$ cat src/rtl/hex_select_ctrl_pkg.sv
// Shared widths, display codes and value-update decoding for the hex digit selector.
package hex_select_ctrl_pkg;

  localparam int unsigned ONEHOT_W = 16;
  localparam int unsigned DIGIT_W  = 4;

  typedef logic [ONEHOT_W-1:0] onehot_t;
  typedef logic [DIGIT_W-1:0]  digit_t;

  localparam onehot_t ONEHOT_BLANK = 16'h0000;
  localparam onehot_t ONEHOT_RESET = 16'h0001;

  typedef enum logic [1:0] {
    OP_HOLD,
    OP_INC,
    OP_DEC,
    OP_LOAD
  } value_op_e;

  // Load wins outright; up and down cancel each other.
  function automatic value_op_e decode_op(input logic load, input logic up, input logic down);
    if (load)              return OP_LOAD;
    else if (up && !down)  return OP_INC;
    else if (down && !up)  return OP_DEC;
    else                   return OP_HOLD;
  endfunction

  function automatic onehot_t hex_onehot(input digit_t digit, input logic blank);
    onehot_t code;
    code = ONEHOT_RESET << digit;
    return blank ? ONEHOT_BLANK : code;
  endfunction

endpackage

$ cat src/rtl/hex_select_ctrl_debounce.sv
// Pushbutton conditioner: 2-flop synchronizer, stability counter and rising-edge press pulse.
module hex_select_ctrl_debounce #(
  parameter int unsigned DEBOUNCE_CYCLES = 250000
) (
  input  logic clk,
  input  logic rst_n,
  input  logic i_btn,
  output logic o_press
);

  localparam int unsigned       CNT_W    = $clog2(DEBOUNCE_CYCLES + 1);
  localparam logic [CNT_W-1:0]  CNT_LAST = CNT_W'(DEBOUNCE_CYCLES - 1);

  logic             r_sync1;
  logic             r_sync2;
  logic             r_level;
  logic             r_level_d;
  logic [CNT_W-1:0] r_cnt;

  always_ff @(posedge clk or negedge rst_n) begin
    if (!rst_n) begin
      r_sync1   <= 1'b0;
      r_sync2   <= 1'b0;
      r_level   <= 1'b0;
      r_level_d <= 1'b0;
      r_cnt     <= '0;
      o_press   <= 1'b0;
    end else begin
      r_sync1 <= i_btn;
      r_sync2 <= r_sync1;
      // Any cycle agreeing with the accepted level restarts the stability count.
      if (r_sync2 == r_level) begin
        r_cnt <= '0;
      end else if (r_cnt == CNT_LAST) begin
        r_level <= r_sync2;
        r_cnt   <= '0;
      end else begin
        r_cnt <= r_cnt + 1'b1;
      end
      r_level_d <= r_level;
      o_press   <= r_level & ~r_level_d;
    end
  end

endmodule

$ cat src/rtl/hex_select_ctrl.sv
// Hex digit selector: debounced buttons step/load a 4-bit value and drive a blankable one-hot code.
module hex_select_ctrl
  import hex_select_ctrl_pkg::*;
#(
  parameter int unsigned DEBOUNCE_CYCLES = 250000
) (
  input  logic    clk,
  input  logic    rst_n,
  input  logic    btn_up,
  input  logic    btn_down,
  input  logic    btn_load,
  input  logic    btn_blank,
  input  digit_t  sw,
  output onehot_t onehot,
  output digit_t  value,
  output logic    changed
);

  logic      w_press_up;
  logic      w_press_down;
  logic      w_press_load;
  logic      w_press_blank;
  value_op_e w_op;
  digit_t    w_next_value;
  logic      w_next_blank;

  digit_t    r_sw_sync1;
  digit_t    r_sw_sync2;
  logic      r_blank;

  hex_select_ctrl_debounce #(.DEBOUNCE_CYCLES(DEBOUNCE_CYCLES)) u_db_up (
    .clk(clk), .rst_n(rst_n), .i_btn(btn_up), .o_press(w_press_up)
  );
  hex_select_ctrl_debounce #(.DEBOUNCE_CYCLES(DEBOUNCE_CYCLES)) u_db_down (
    .clk(clk), .rst_n(rst_n), .i_btn(btn_down), .o_press(w_press_down)
  );
  hex_select_ctrl_debounce #(.DEBOUNCE_CYCLES(DEBOUNCE_CYCLES)) u_db_load (
    .clk(clk), .rst_n(rst_n), .i_btn(btn_load), .o_press(w_press_load)
  );
  hex_select_ctrl_debounce #(.DEBOUNCE_CYCLES(DEBOUNCE_CYCLES)) u_db_blank (
    .clk(clk), .rst_n(rst_n), .i_btn(btn_blank), .o_press(w_press_blank)
  );

  always_comb begin
    w_op         = decode_op(w_press_load, w_press_up, w_press_down);
    w_next_value = value;
    case (w_op)
      OP_LOAD: w_next_value = r_sw_sync2;
      OP_INC:  w_next_value = value + 1'b1;
      OP_DEC:  w_next_value = value - 1'b1;
      default: w_next_value = value;
    endcase
    w_next_blank = r_blank ^ w_press_blank;
  end

  // onehot is derived from the next state so it lands on the same edge as value.
  always_ff @(posedge clk or negedge rst_n) begin
    if (!rst_n) begin
      r_sw_sync1 <= '0;
      r_sw_sync2 <= '0;
      value      <= '0;
      r_blank    <= 1'b0;
      onehot     <= ONEHOT_RESET;
      changed    <= 1'b0;
    end else begin
      r_sw_sync1 <= sw;
      r_sw_sync2 <= r_sw_sync1;
      value      <= w_next_value;
      r_blank    <= w_next_blank;
      onehot     <= hex_onehot(w_next_value, w_next_blank);
      changed    <= (w_op != OP_HOLD) | w_press_blank;
    end
  end

endmodule
$ cat config.mk
export PLATFORM = sky130hd
export DESIGN_NAME = hex_select_ctrl
export DESIGN_NICKNAME = d
export VERILOG_FILES = /design/src/rtl/hex_select_ctrl_pkg.sv /design/src/rtl/hex_select_ctrl_debounce.sv /design/src/rtl/hex_select_ctrl.sv
export SDC_FILE = /design/constraint.sdc
export NUM_CORES = 1
export LEC_CHECK = 0
export ABC_AREA = 0
export BUFFER_PORTS_ARGS = -buffer_cell sky130_fd_sc_hd__buf_2
export CORE_MARGIN = 10
export CORE_UTILIZATION = 55
export CTS_CLUSTER_DIAMETER = 30
export DETAILED_ROUTE_END_ITERATION = 10
export HOLD_SLACK_MARGIN = 0.12
export PLACE_DENSITY = 0.77
export SYNTH_ARGS = -nofsm -noshare
export SYNTH_HDL_FRONTEND = slang
export SYNTH_SLANG_ARGS = --single-unit
$ cat constraint.sdc
create_clock -name clk -period 2.6 [get_ports clk]
set_input_delay 0 -clock clk [delete_from_list [all_inputs] [get_ports clk]]
set_output_delay 0 -clock clk [all_outputs]
set_load 0.01 [all_outputs]
======== Word level (Yosys, flattened, before mapping) ========
Index checks and enable logic that the tools add are counted.
word-level totals
  output and inout port bits .............. 21
  bits of input ports ..................... 10
  register bits after elaboration ......... 122
cells by class
  bitwise logic cells ..................... 14
  shift operators ......................... 1
  muxes and demuxes ....................... 13
  reduce and logical (&&, ||, !) cells .... 9
  equal/unequal tests ..................... 11
  $add $sub $neg .......................... 6
operators by type and width
  kind                   number
  $mux 18                8
  $add 18x1->18 const B  4
  $eq 18x18->1 const B   4
  $mux 16                1
  $shl 1x4->16 const A   1
  $pmux 4 s3             1
  $not 1->1              8
  $reduce_and 2->1       4
  $mux 2                 3
  $add 4x1->4 const B    1
  $and 1x1->1            4
  $eq 1x1->1             4
  $eq 2x2->1 const B     2
  $sub 4x1->4 const B    1
  $eq 2x1->1 const B     1
  $logic_and 1x1->1      2
  $logic_not 1->1        2
  $reduce_bool 2->1      1
  $or 1x1->1             1
  $xor 1x1->1            1

======== Longest topological paths before layout ========
  depth in word-level cells ............... 9
  gate-level depth with buffers ........... 10
  mapped depth without buffers ............ 10

======== Modules after synthesis ========
Synthesis repeated with hierarchy kept, for this count alone.
unflattened totals
  cells, all modules ...................... 503
  area, all modules ....................... 5615.4 sq um
modules (own cells, without submodules)
  module                                     times used  area an instance (sq um)  cells an instance
  hex_select_ctrl_debounce at u_db_down ...  3           1086.0                    101
  hex_select_ctrl                            1           1256.2                    100
  hex_select_ctrl_debounce at u_db_blank     1           1101.1                    100

======== Worst setup path after synthesis ========
OpenSTA, ideal clock, no wires.
  path kind ............................... register to register
  from .................................... register u_db_load.o_press
  to ...................................... register onehot[1]
  arrival ................................. 2003 ps
  cell stages (with the launch flop) ...... 8
  required time ........................... 2464 ps
  slack ................................... 462 ps
  path through ............................ dfrtp_1 nor3b_4 ha_1 a31o_2 nor4b_1 or2_1 buf_6 nor3_2
on the way
  cells in the longest elaborated chain, start to end .. 5
  elaborated cells between the ends (all ways) .. 7
ends and longest elaborated chain
  element                                          RTL line                        text
  start: declaration                               hex_select_ctrl_debounce.sv:8   output logic o_press
  start signal: assignment                         hex_select_ctrl_debounce.sv:41  o_press <= r_level & ~r_level_d;
  $mux 2 *                                         hex_select_ctrl_pkg.sv:22       if (load) return OP_LOAD;
  $eq 2x2->1 / $eq 2x1->1 (equally long branches)  hex_select_ctrl.sv:47           case (w_op)
  $pmux 4 s3 *                                     hex_select_ctrl.sv:47
  $shl 1x4->16 *                                   hex_select_ctrl_pkg.sv:30       code = ONEHOT_RESET << digit;
  $mux 16 *                                        hex_select_ctrl_pkg.sv:31       return blank ? ONEHOT_BLANK : code;
  end signal: assignment                           hex_select_ctrl.sv:70           onehot <= hex_onehot(w_next_value, w_next_blank);
  end: declaration                                 hex_select_ctrl.sv:14           output onehot_t onehot,
Every way passes the cells marked *; elsewhere a longest branch is shown, timed or not.
A chain may end at the register's enable or synchronous reset.

======== Worst setup path in the final report ========
  from .................................... register u_db_load.o_press
  to ...................................... register onehot[5]
The elaborated chain is that of the path after synthesis.

==> run summary <==
maxcap violations = 0
Final Hold Vio Count = 0
Worst-Skew Late Latency = 0.52 ns
IO Port Bufs = 30
via count = 3628
Yosys top cell area share = 57.5%
CTS tree = built
Design Area, Final = 0.00639 mm2
# rows = 35
status = finished, final reports clean
Tcrit/Tclk final = 94.7%
Max Freq = 0.406 GHz
initial cell density of the core = 56.7%
Final GP Congestion = 0.862
Setup Viol. Count Final = 0
CP peak stage delay = 0.45 ns
critical setup path kind = reg -> reg
maximum clock path buffer count = 2
routed wl met2 = 5.04 mm
Placeable Area = 0.00928 mm2
gate count after technology mapping = 482
area grow syn2layout = 21.3%
Nets = 562
CP startpoint kind = flip-flop
RSZ-0062 raised after global routing = false
routed wire length = 10.1 mm
die height = 118 um
synth top area cells = dfrtp_1 (57%), xor2_1 (6.7%), nor2_1 (6.2%)
fill count = 687
power density over cell area = 712 mW/mm2
met3 wire len = 441 um
clk_skew = 0.00969 ns
Synth Flop Type = dfrtp_1
vias in the first global route = 3774
total global routing overflow = 0
Area after DPL = 0.00556 mm2
Post-synth EDFFs = 0
Synth Net Count = 500
setup TNS = 0 ns
cell taking the most area after synthesis = dfrtp_1
average instance area after synthesis = 10.9 um2
Unique masters post-synth = 42
H-Tree Depth = 4
Worst-path clk slew = 0.06 ns
Tot GR Track Use = 15.3%
Leak Pwr = 3.00 nW
top-count cell post-synth = dfrtp_1
Worst Path Arrival = 2.85 ns
Netlist Area Pre-Place = 0.00527 mm2
die width = 118 um
first-pass GRT wire length = 17.5 mm
class of the worst hold path = in -> reg
Setup crit end kind = flip-flop
post-DP HPWL = 6.40 mm
Worst IR Drop VDD = 0.000505 V
DR WL/cell = 14.7 um
top layer in use = met4
die area = 0.0139 mm2
Final ANT Viol Nets = 0
CTS root buf = clkbuf_8
Worst-Margin Slew = 0.788 ns
Num CTS Buffers = 17
ordered list of cells on the worst path = nor3b_4 -> ha_1 -> a31o_2 -> nor4b_1 -> or2_1 -> nor3_2
worst-path maximum fanout = 8
First-pass DRT Iterations = 4
Slew Viols, Final = 0
Warnings, synthesis = 0
CP max-delay cell = dfrtp_1
Ports = 31
Starting DRT DRC Count = 166
worst rel slew slack = 47.5%
WP data required = 2.99 ns
Fin Hold WS = 0.153 ns
WL met1 = 4.41 mm
number of antenna violations at the first check in global routing = 0
Async SR Flop Fraction = 100%
diodes inserted = 0
Seq cells post-synth = 122
largest net degree at the start of global routing = 54
post-CTS setup repair buffer count = 0
register area share after synthesis = 58.0%
Vias/cell = 5.29
Commonest cells post-synth = dfrtp_1 (121), nor2_1 (87), xor2_1 (40)
drt drc = 0
share of cells above drive strength 1 = 15.1%
clock sink count = 122
min Tclk post-route = 2.46 ns
## metrics by stage
| step | util (%) | cells | setup slack, ns | power (mW) |
|---|---|---|---|---|
| 2_1_floorplan | - | 482 | 0.462 | 2.02 |
| 3_3_place_gp | 59.9 | 636 | 0.255 | 2.07 |
| 3_5_place_dp | 59.9 | 636 | 0.179 | 2.08 |
| 4_1_cts | 68.8 | 686 | 0.155 | 4.60 |
| 5_1_grt | 68.8 | 686 | 0.00218 | 4.71 |
| 6_report | 68.8 | 686 | 0.138 | 4.55 |
## worst max-delay path: cells and delay by family (launching register included)
kind | cells | cell delay, ns
adders and majority gates | 1 | 0.34
and+or+nand+nor | 4 | 1.28
AOI/OAI and AO/OA | 1 | 0.26
DFF | 1 | 0.45
## cell type report
cell class,count,area (um2),share of cell area (%)
sequential,122,3050,47.8
multi-input combinational,336,2110,33.0
clock buffer,20,435,6.81
timing repair buffer,52,380,5.95
clock inverter,12,196,3.07
tap,129,161,2.53
inverter,15,56.3,0.881
## worst paths after layout
check                           depth (start not counted)                        start  slack, ns                            end
min in group asynchronous                               3                        rst_n       0.58            onehot[0]$_DFF_PN1_
worst min-delay path                                    2                        sw[1]       0.15        r_sw_sync1[1]$_DFF_PN0_
worst min register to register                          0    u_db_up.r_sync1$_DFF_PN0_       0.34      u_db_up.r_sync2$_DFF_PN0_
worst max-delay path                                    6  u_db_load.o_press$_DFF_PN0_       0.14            onehot[5]$_DFF_PN0_
max in group asynchronous                               4                        rst_n       1.74  u_db_blank.r_cnt[3]$_DFF_PN0_
worst max register to register                          6  u_db_load.o_press$_DFF_PN0_       0.14            onehot[5]$_DFF_PN0_
## what timing repair did
action,CTS,global route
hold buffers,18,0
gates resized for setup,0,0
endpoints found under the hold margin,130,0
setup endpoints to repair,0,0
## cells in the final DEF, fill, tap and decap left out, types with 4 or more instances in the layout
cell type	netlist	routed
dfrtp_1	121	121
nor2_1	87	87
xor2_1	40	40
xnor2_1	33	33
nand2_1	29	29
nand3_1	29	29
buf_2	5	29
dlygate4sd3_1	0	17
clkbuf_16	0	16
inv_1	15	15
nand4_1	15	15
nor4_1	13	13
and3_1	10	10
a21oi_1	10	10
nor2b_1	8	8
nor3_2	8	8
ha_1	8	8
nor3_1	5	5
bufinv_16	0	5
buf_4	1	5
nand2b_1	4	4
nand3b_1	4	4
mux2_2	4	4
## report_power, final
part	internal (mW)	switching [mW]	leakage [nW]
sequential	1.93	0.0186	1.65
clock	1.67	0.810	0.301
combinational	0.0471	0.0740	1.05
total	3.65	0.903	3.00
## per-layer routing
metal	track usage (%)	vias up
met5	0	-
met4	6.11	0
met3	5.80	27
met2	25.6	75
met1	17.3	1777
li1	-	1749
## state kept, by name, summed over array words and instances, names as in the netlist, 4 cells and up
signal and count:
onehot 16, r_sw_sync2 4, u_db_down.r_cnt 18, u_db_blank.r_cnt 18
u_db_up.r_cnt 18, u_db_load.r_cnt 18, value 4, r_sw_sync1 4
## cells by family (layout without fill, tap and decap cells)
family	after synthesis	after routing	share of synthesized area, %
AND/OR/NAND/NOR	228	228	22.1
flip-flops	122	122	58.0
XOR/XNOR	73	73	12.1
buffers and inverters	24	99	2.04
AO/OA/AOI/OAI	21	21	2.64
adder cells (fa/ha/maj)	8	8	1.90
multiplexers	6	6	1.24
Note: power is estimated with default switching activity, not from simulation.
